**src/rtl/operand_issue_ctrl.sv**
```systemverilog
// Operand issue controller: holds one decoded LC-3b instruction until its registers are ready,
// then issues it downstream and asks the scoreboard to mark its destination busy.
module operand_issue_ctrl #(
    parameter int STALL_W   = 16,
    parameter bit BYPASS_EN = 1'b1
) (
    input  logic               clk,
    input  logic               reset_n,
    input  logic               flush,
    input  logic               in_valid,
    output logic               in_ready,
    input  logic [2:0]         in_sr1,
    input  logic [2:0]         in_sr2,
    input  logic               in_sr1_used,
    input  logic               in_sr2_used,
    input  logic [2:0]         in_dr,
    input  logic               in_dr_used,
    input  logic [7:0]         sb_ready,
    input  logic               wb_valid,
    input  logic [2:0]         wb_reg,
    output logic               sb_set_busy,
    output logic [2:0]         sb_busy_idx,
    output logic               out_valid,
    input  logic               out_ready,
    output logic [2:0]         out_sr1,
    output logic [2:0]         out_sr2,
    output logic [2:0]         out_dr,
    output logic               out_dr_used,
    output logic               hazard_stall,
    output logic [STALL_W-1:0] stall_count
);

    typedef enum logic {
        ST_EMPTY = 1'b0,
        ST_HELD  = 1'b1
    } state_t;

    state_t             state_q, state_d;
    logic [2:0]         sr1_q, sr1_d;
    logic [2:0]         sr2_q, sr2_d;
    logic [2:0]         dr_q, dr_d;
    logic               sr1_used_q, sr1_used_d;
    logic               sr2_used_q, sr2_used_d;
    logic               dr_used_q, dr_used_d;
    logic [STALL_W-1:0] stall_q, stall_d;

    // Per-register source readiness: scoreboard bit, or a same-cycle retire when bypass is enabled.
    logic [7:0] src_rdy;

    genvar gi;
    generate
        for (gi = 0; gi < 8; gi++) begin : g_src_rdy
            assign src_rdy[gi] = sb_ready[gi] | (BYPASS_EN & wb_valid & (wb_reg == 3'(gi)));
        end
    endgenerate

    logic held;
    logic sr1_ok, sr2_ok, dst_ok;
    logic clear;
    logic issue;
    logic capture;

    always_comb begin
        held    = (state_q == ST_HELD);
        sr1_ok  = !sr1_used_q | src_rdy[sr1_q];
        sr2_ok  = !sr2_used_q | src_rdy[sr2_q];
        // Destination must see the real scoreboard bit: a retire on the same index wins over set-busy.
        dst_ok  = !dr_used_q | sb_ready[dr_q];
        clear   = held & sr1_ok & sr2_ok & dst_ok;

        hazard_stall = held & !clear;
        out_valid    = clear & !flush;
        issue        = out_valid & out_ready;
        in_ready     = !flush & (!held | issue);
        capture      = in_valid & in_ready;

        sb_set_busy  = issue & dr_used_q;
        sb_busy_idx  = sb_set_busy ? dr_q : 3'd0;

        out_sr1      = sr1_q;
        out_sr2      = sr2_q;
        out_dr       = dr_q;
        out_dr_used  = dr_used_q;
        stall_count  = stall_q;
    end

    always_comb begin
        state_d    = state_q;
        sr1_d      = sr1_q;
        sr2_d      = sr2_q;
        dr_d       = dr_q;
        sr1_used_d = sr1_used_q;
        sr2_used_d = sr2_used_q;
        dr_used_d  = dr_used_q;
        stall_d    = stall_q;

        if (flush) begin
            state_d = ST_EMPTY;
        end else if (capture) begin
            state_d    = ST_HELD;
            sr1_d      = in_sr1;
            sr2_d      = in_sr2;
            dr_d       = in_dr;
            sr1_used_d = in_sr1_used;
            sr2_used_d = in_sr2_used;
            dr_used_d  = in_dr_used;
        end else if (issue) begin
            state_d = ST_EMPTY;
        end

        // Saturating hazard counter; flush does not touch it.
        if (hazard_stall && (stall_q != {STALL_W{1'b1}})) begin
            stall_d = stall_q + STALL_W'(1);
        end
    end

    always_ff @(posedge clk or negedge reset_n) begin
        if (!reset_n) begin
            state_q    <= ST_EMPTY;
            sr1_q      <= 3'd0;
            sr2_q      <= 3'd0;
            dr_q       <= 3'd0;
            sr1_used_q <= 1'b0;
            sr2_used_q <= 1'b0;
            dr_used_q  <= 1'b0;
            stall_q    <= '0;
        end else begin
            state_q    <= state_d;
            sr1_q      <= sr1_d;
            sr2_q      <= sr2_d;
            dr_q       <= dr_d;
            sr1_used_q <= sr1_used_d;
            sr2_used_q <= sr2_used_d;
            dr_used_q  <= dr_used_d;
            stall_q    <= stall_d;
        end
    end

endmodule

```
**config.mk**
```make
export PLATFORM = sky130hd
export DESIGN_NAME = operand_issue_ctrl
export DESIGN_NICKNAME = d
export VERILOG_FILES = /design/src/rtl/operand_issue_ctrl.sv
export SDC_FILE = /design/constraint.sdc
export NUM_CORES = 1
export LEC_CHECK = 0
export BUFFER_PORTS_ARGS = -buffer_cell sky130_fd_sc_hd__buf_2
export CORE_UTILIZATION = 40
export DETAILED_ROUTE_END_ITERATION = 16
export MAX_ROUTING_LAYER = met4
export PLACE_DENSITY_LB_ADDON = 0.3
export SLEW_MARGIN = 20
export SYNTH_ARGS = -nofsm -noshare
export SYNTH_HDL_FRONTEND = slang
export SYNTH_SLANG_ARGS = --single-unit
```
**constraint.sdc**
```tcl
create_clock -name clk -period 3.22 [get_ports clk]
set_input_delay 0.322 -clock clk [delete_from_list [all_inputs] [get_ports clk]]
set_output_delay 0.322 -clock clk [all_outputs]
set_load 0.005 [all_outputs]
```
==> metrics.yaml, run 1 <==
arrival_ns: 2.62
worst_slew_pin_slew_ns: 0.938
die_height_um: 68.6
cp_slowest_cell: "dfrtp_1"
start_util_pct: 42.9
clock.fmax_mhz: 340
layout_min_cycle_time_ns: 2.94
min_period_over_period_pct: 91.3
grt_use_total_pct: 20.2
slew_headroom_pct: 37.0
finalSetupViolCount: 0
clk_pin_slew_ns: 0.07
clk_latency_ns: 0.28
cts_tree: "built"
routed_via_density: 5.30
synth.distinct_cells: 40
chipWidth_um: 68.6
yosys_most_used_dff: "dfrtp_1"
ctsLongestPathBuffers: 2
area_delta_synth_final_pct: 25.1
skew_ns: 0.00548
io_buffer_count: 61
nNetsFinal: 259
irDropWorstVdd_mv: 0.264
start_kind: "register"
grt_max_degree: 30
grt_pass1_wl_mm: 6.64
cts_resized: 0
syn_inst: 168
regArea_um2: 726
antenna_cells: 0
n_fill_cell: 377
multi_input_area_um2: 968
layout-drive-gt1-share_pct: 37.8
antenna_found_initial: 0
netlist_area_um2: 1780
gp_congestion: 0.858
postSynthNetCount: 198
syn_area_per_cell_um2: 10.6
reg2reg_to: "stall_count[1]$_DFFE_PN0P_"
htreeDepth: 2
dp_hpwl_mm: 3.13
worstSetupPathType: "register to primary output"
die_area_um2: 4710
grt_overflow_total: 0
rsz0062_at_grt: "false"
max_stage_delay_ns: 0.46
synth-seq-cells: 29
grt_pass1_vias: 1424
route.vias.total: 1484
cts_made_buffers: 5
ioPinCount: 62
status: "completed"
core_um2: 4140
clock-root-buffer: "clkbuf_8"
finalHoldViolCount: 0
p_leak_uw: 0.00112
r2r_start: "out_sr2[0]$_DFFE_PN0P_"
maxCapViolations: 0
maxSlewViolCount: 0
drcViolationCount: 0
ant_nets: 0
ys_seq_area_share_pct: 40.8
synth-warning-count: 0
clock_sinks: 29
synthArstFlopShare_pct: 100
hold_path_class: "input pin to asynchronous set/reset pin"
fp-row-count: 23
drt-initial-drc-count: 46
hold-worst-slack_ns: 0.0521
worstRegToRegCells: 6
dr.pass1.iters: 4
r2r_setup_slack_ns: 0.60
required_ns: 2.90
postCtsHoldBufs: 0
worstSetupEndpointType: "primary output"
post-cts-setup-buffer-count: 0
path_cells: "xor2_1, nor4b_1, o21ai_1, a32o_1, or2_1, nor3_1, and2_1, buf_2"
power_density_nw_per_um2: 616
crit_path_max_fanout: 7
post_drt_wl_per_cell_um: 14.4
fin_setup_tns_ns: 0
routed_wirelength_mm: 4.03
synth_edf_count: 0
[kinds of logic after synthesis]
kind of cell / count (synthesis) / share of synthesized area, %
xor gates and xnor gates: 16 / 7.89
muxes: 21 / 16.5
adders and majority gates: 1 / 0.704
and+or+nand+nor: 70 / 22.4
DFF: 29 / 40.8
AOI/OAI and AO/OA: 18 / 6.97
buffers and inverters: 13 / 4.65
[Yosys cell counts, types with 2 or more instances]
| cell | n | area share, % |
|---|---|---|
| xnor2_1 | 4 | 2.0 |
| nor2_1 | 15 | 3.2 |
| nand3_1 | 7 | 2.0 |
| and2_1 | 4 | 1.4 |
| nor2b_1 | 4 | 1.4 |
| o21ai_1 | 3 | 0.84 |
| inv_1 | 5 | 1.1 |
| a32o_1 | 2 | 1.1 |
| o21ai_0 | 6 | 1.7 |
| xor2_1 | 12 | 5.9 |
| buf_6 | 4 | 2.5 |
| nor3_1 | 8 | 2.3 |
| or2_1 | 2 | 0.70 |
| dfrtp_1 | 29 | 41 |
| mux4_2 | 2 | 2.5 |
| nand4_1 | 6 | 2.1 |
| mux2_4 | 10 | 8.5 |
| and3_1 | 2 | 0.70 |
| mux2_2 | 4 | 2.5 |
| and4bb_1 | 2 | 1.4 |
| a211oi_1 | 2 | 0.84 |
| mux2i_1 | 2 | 1.1 |
| nand2_1 | 11 | 2.3 |
| mux2_1 | 3 | 1.9 |
| and4b_1 | 2 | 1.1 |
| buf_2 | 3 | 0.84 |
[registers in the layout, summed over array words and instances (netlist names)]
register and cells:
out_dr 3, out_dr_used 1, out_sr2 3, stall_count 16, sr2_used_q 1, out_sr1 3, sr1_used_q 1, held 1
[through the flow]
step                total power [uW]  util, %  area [um^2]  cells  setup WS, ns
floorplan                        778        -         1780    168         0.798
global placement                 924     50.4         2090    272         0.547
detailed placement               926     50.4         2090    272         0.560
CTS                             1390     53.6         2220    280         0.261
global route                    1460     53.6         2220    280        0.0916
finish                          1370     53.6         2220    280         0.281
[worst max-delay path: cells and delay by family, from the launching register on]
family	cells	cell delay (ns)
compound gates	2	0.40
flops	1	0.46
xor+xnor	1	0.18
buf+inv	1	0.11
simple gates	4	1.17
[cells in the final DEF (no fill, tap or decap), types with 4 or more instances in the layout]
cell type  Yosys  routed
nand4_1        6       6
mux2_4        10      10
and2_1         4       4
nor2b_1        4       4
inv_1          5       5
buf_2          3      61
dfrtp_1       29      29
xnor2_1        4       4
nor3_1         8       8
nand3_1        7       7
o21ai_0        6       6
mux2_2         4       4
xor2_1        12      12
clkbuf_8       0       5
nand2_1       11      11
nor2_1        15      15
[worst max path at each step]
stage,endpoint,start,cells after the start
floorplan,out_dr[0]$_DFFE_PN0P_,out_sr2[0]$_DFFE_PN0P_,9
global placement,sb_busy_idx[2],wb_reg[0],9
detailed placement,sb_busy_idx[1],wb_reg[1],9
CTS,sb_busy_idx[1],out_sr2[0]$_DFFE_PN0P_,8
global route,sb_busy_idx[0],out_sr2[0]$_DFFE_PN0P_,8
finish,sb_busy_idx[1],out_sr2[0]$_DFFE_PN0P_,8
[power breakdown]
part	leakage, uW	switching (uW)	internal (uW)
sequential	0.000358	103	434
clock	0.0000681	148	307
combinational	0.000696	162	216
[per-layer routing]
metal | part of all wire [%] | global-route usage, % | vias to the layer above
met5 | 0 | - | -
met4 | 2.3 | 9.64 | 0
met3 | 6.1 | 3.95 | 9
met2 | 46 | 30.8 | 57
met1 | 46 | 25.7 | 698
li1 | - | - | 720
[cell type report]
class	instances	area share [%]
clock buffer	5	3.10
clock inverter	3	2.93
inverter	5	0.845
multi-input combinational	126	43.6
sequential	29	32.7
tap	50	2.82
timing repair buffer	62	14.1
No activity file was read; power rests on OpenSTA's default activity.
==> run 2: changes to the inputs <==
- clock period: 3.22 -> 2.5 ns (I/O delays scaled with it)
==> run 2 against run 1 <==
The run now ends with negative hold slack left; sequential cell count stayed put; sequential power is 27% higher; critical path depth stayed put; register-to-register slack worse by 0.49 ns; highest routed layer unchanged.
==> metrics.yaml, run 2 (synthesized netlist as in run 1, its figures left out) <==
grt_use_total_pct: 19.8  # -0.47 points
area_delta_synth_final_pct: 30.6
arrival_ns: 2.20  # -0.42 ns
postCtsHoldBufs: 0  # unchanged
worstSetupEndpointType: "primary output"
clk_pin_slew_ns: 0.06  # about the same
io_buffer_count: 61  # unchanged
grt_pass1_wl_mm: 6.60  # -0.72%
fp-row-count: 23  # unchanged
cp_slowest_cell: "dfrtp_1"
die_height_um: 68.6  # unchanged
die_area_um2: 4710  # unchanged
path_cells: "and2b_1, o21ai_1, a32o_1, a32o_2, or2_4, nor3_4, and2_1, buf_2"
worstSetupPathType: "register to primary output"
htreeDepth: 2  # unchanged
antenna_found_initial: 0  # unchanged
layout_common_cells: "buf_2 (59), dfrtp_1 (27), nor2_1 (15)"
cts_tree: "built"
routed_via_density: 5.30  # about the same
irDropWorstVdd_mv: 0.351  # +33%
maxCapViolations: 0  # unchanged
final_common_cell: "buf_2"
rsz0062_at_grt: "true"
cts_made_buffers: 5  # unchanged
required_ns: 2.25  # -0.65 ns
worst_slew_pin_slew_ns: 0.640  # -0.298 ns
grt_max_degree: 30  # unchanged
finalHoldViolCount: 18  # +18
status: "complete, but fails checks"
clock-root-buffer: "clkbuf_8"
ioPinCount: 62  # unchanged
grt_pass1_vias: 1435  # +0.77%
violations: "negative hold slack"
clock.fmax_mhz: 409
layout-drive-gt1-share_pct: 43.9  # +6.1 points
place_area_um2: 2130  # +2.2%
p_leak_uw: 0.00117  # +4.6%
finalSetupViolCount: 0  # unchanged
dp_hpwl_mm: 3.17  # +1.1%
hold_path_class: "input pin to asynchronous set/reset pin"
routed_wirelength_mm: 4.23  # +4.8%
ctsLongestPathBuffers: 2  # unchanged
crit_path_max_fanout: 5  # -2
chipWidth_um: 68.6  # unchanged
start_util_pct: 42.9  # unchanged
power_uw: 1760  # +28%
core_um2: 4140  # unchanged
post_drt_wl_per_cell_um: 14.6  # +1.5%
antenna_cells: 0  # unchanged
route.vias.total: 1531  # +3.2%
n_fill_cell: 392  # +4.0%
dr.pass1.iters: 4  # unchanged
skew_ns: 0.00807  # +0.00259 ns
hold-worst-slack_ns: -0.0124  # -0.0645 ns
power_density_nw_per_um2: 757  # +23%
layout_min_cycle_time_ns: 2.45
min_period_over_period_pct: 97.8
largest_reg_flops: 16  # unchanged
start_kind: "register"
fin_setup_tns_ns: 0  # unchanged
max_stage_delay_ns: 0.41  # -0.05 ns
clock_sinks: 29  # unchanged
maxSlewViolCount: 0  # unchanged
final_area_um2: 2320  # +4.4%
nNetsFinal: 269  # +3.9%
drcViolationCount: 0  # unchanged
ant_nets: 0  # unchanged
drt-initial-drc-count: 51  # +11%
slew_headroom_pct: 57.3  # +20 points
grt_overflow_total: 0  # unchanged
gp_congestion: 0.812  # -5.4%
clk_latency_ns: 0.28  # about the same
[run 2: changes by cell type in the layout (fill, tap and decap cells not counted), sizes merged]
cell / before / now
buf: 62 / 72
bufinv: 2 / 1
[run 2: report_power, final]
part           switching (uW)  internal [uW]
clock network             174            289
logic                     256            354
registers                 123            561
total                     553           1200
[run 2: metal layers]
metal	share of wire [%]	vias up	GRT usage, %
li1	-	739	-
met1	46	729	24.3
met2	48	57	32.0
met3	5.1	6	4.44
met4	1.1	0	6.25
met5	0	-	-
[run 2: layout make-up]
cell class / instances / area, um^2 / area share [%]
Multi-Input combinational cell: 126 / 1000 / 43.2
Timing Repair Buffer: 72 / 404 / 17.4
Clock buffer: 5 / 68.8 / 2.97
Sequential cell: 29 / 728 / 31.4
Clock inverter: 2 / 35.0 / 1.51
Inverter: 5 / 18.8 / 0.809
Tap cell: 50 / 62.6 / 2.70
[run 2: what timing repair did]
action	in CTS	in global routing
cloned	0	0
endpoints found under the setup margin	4	16
pin swaps	1	1
buffers inserted	2	2
gates resized for setup	2	11
[run 2: critical path, delay by kind of cell, from the launching register on]
kind                   cells  cell delay [ns]
buffers and inverters      1             0.11
flip-flops                 1             0.41
AO/OA/AOI/OAI              3             0.60
AND/OR/NAND/NOR            4             0.80
[run 2: final timing paths]
path,startpoint,to,slack (ns),cells past startpoint
setup / recovery,out_sr2[2]$_DFFE_PN0P_,sb_busy_idx[1],0.05,8
hold / removal,reset_n,stall_count[5]$_DFFE_PN0P_,-0.01,1
setup reg to reg,out_sr2[2]$_DFFE_PN0P_,sr1_used_q$_DFFE_PN0P_,0.11,8
hold reg to reg,stall_count[9]$_DFFE_PN0P_,stall_count[9]$_DFFE_PN0P_,0.49,1
max in group asynchronous,reset_n,out_sr2[1]$_DFFE_PN0P_,2.05,1
min in group clk,in_sr2_used,sr2_used_q$_DFFE_PN0P_,0.19,2
[run 2: metrics by stage]
step / cells / utilization (%) / worst slack (ns)
finish: 289 / 56.0 / 0.0539
CTS: 287 / 54.6 / 0.00362
global route: 289 / 56.0 / -0.0614
detailed placement: 278 / 51.5 / 0.0465
floorplan: 168 / - / 0.0783
global placement: 278 / 51.5 / 0.0860
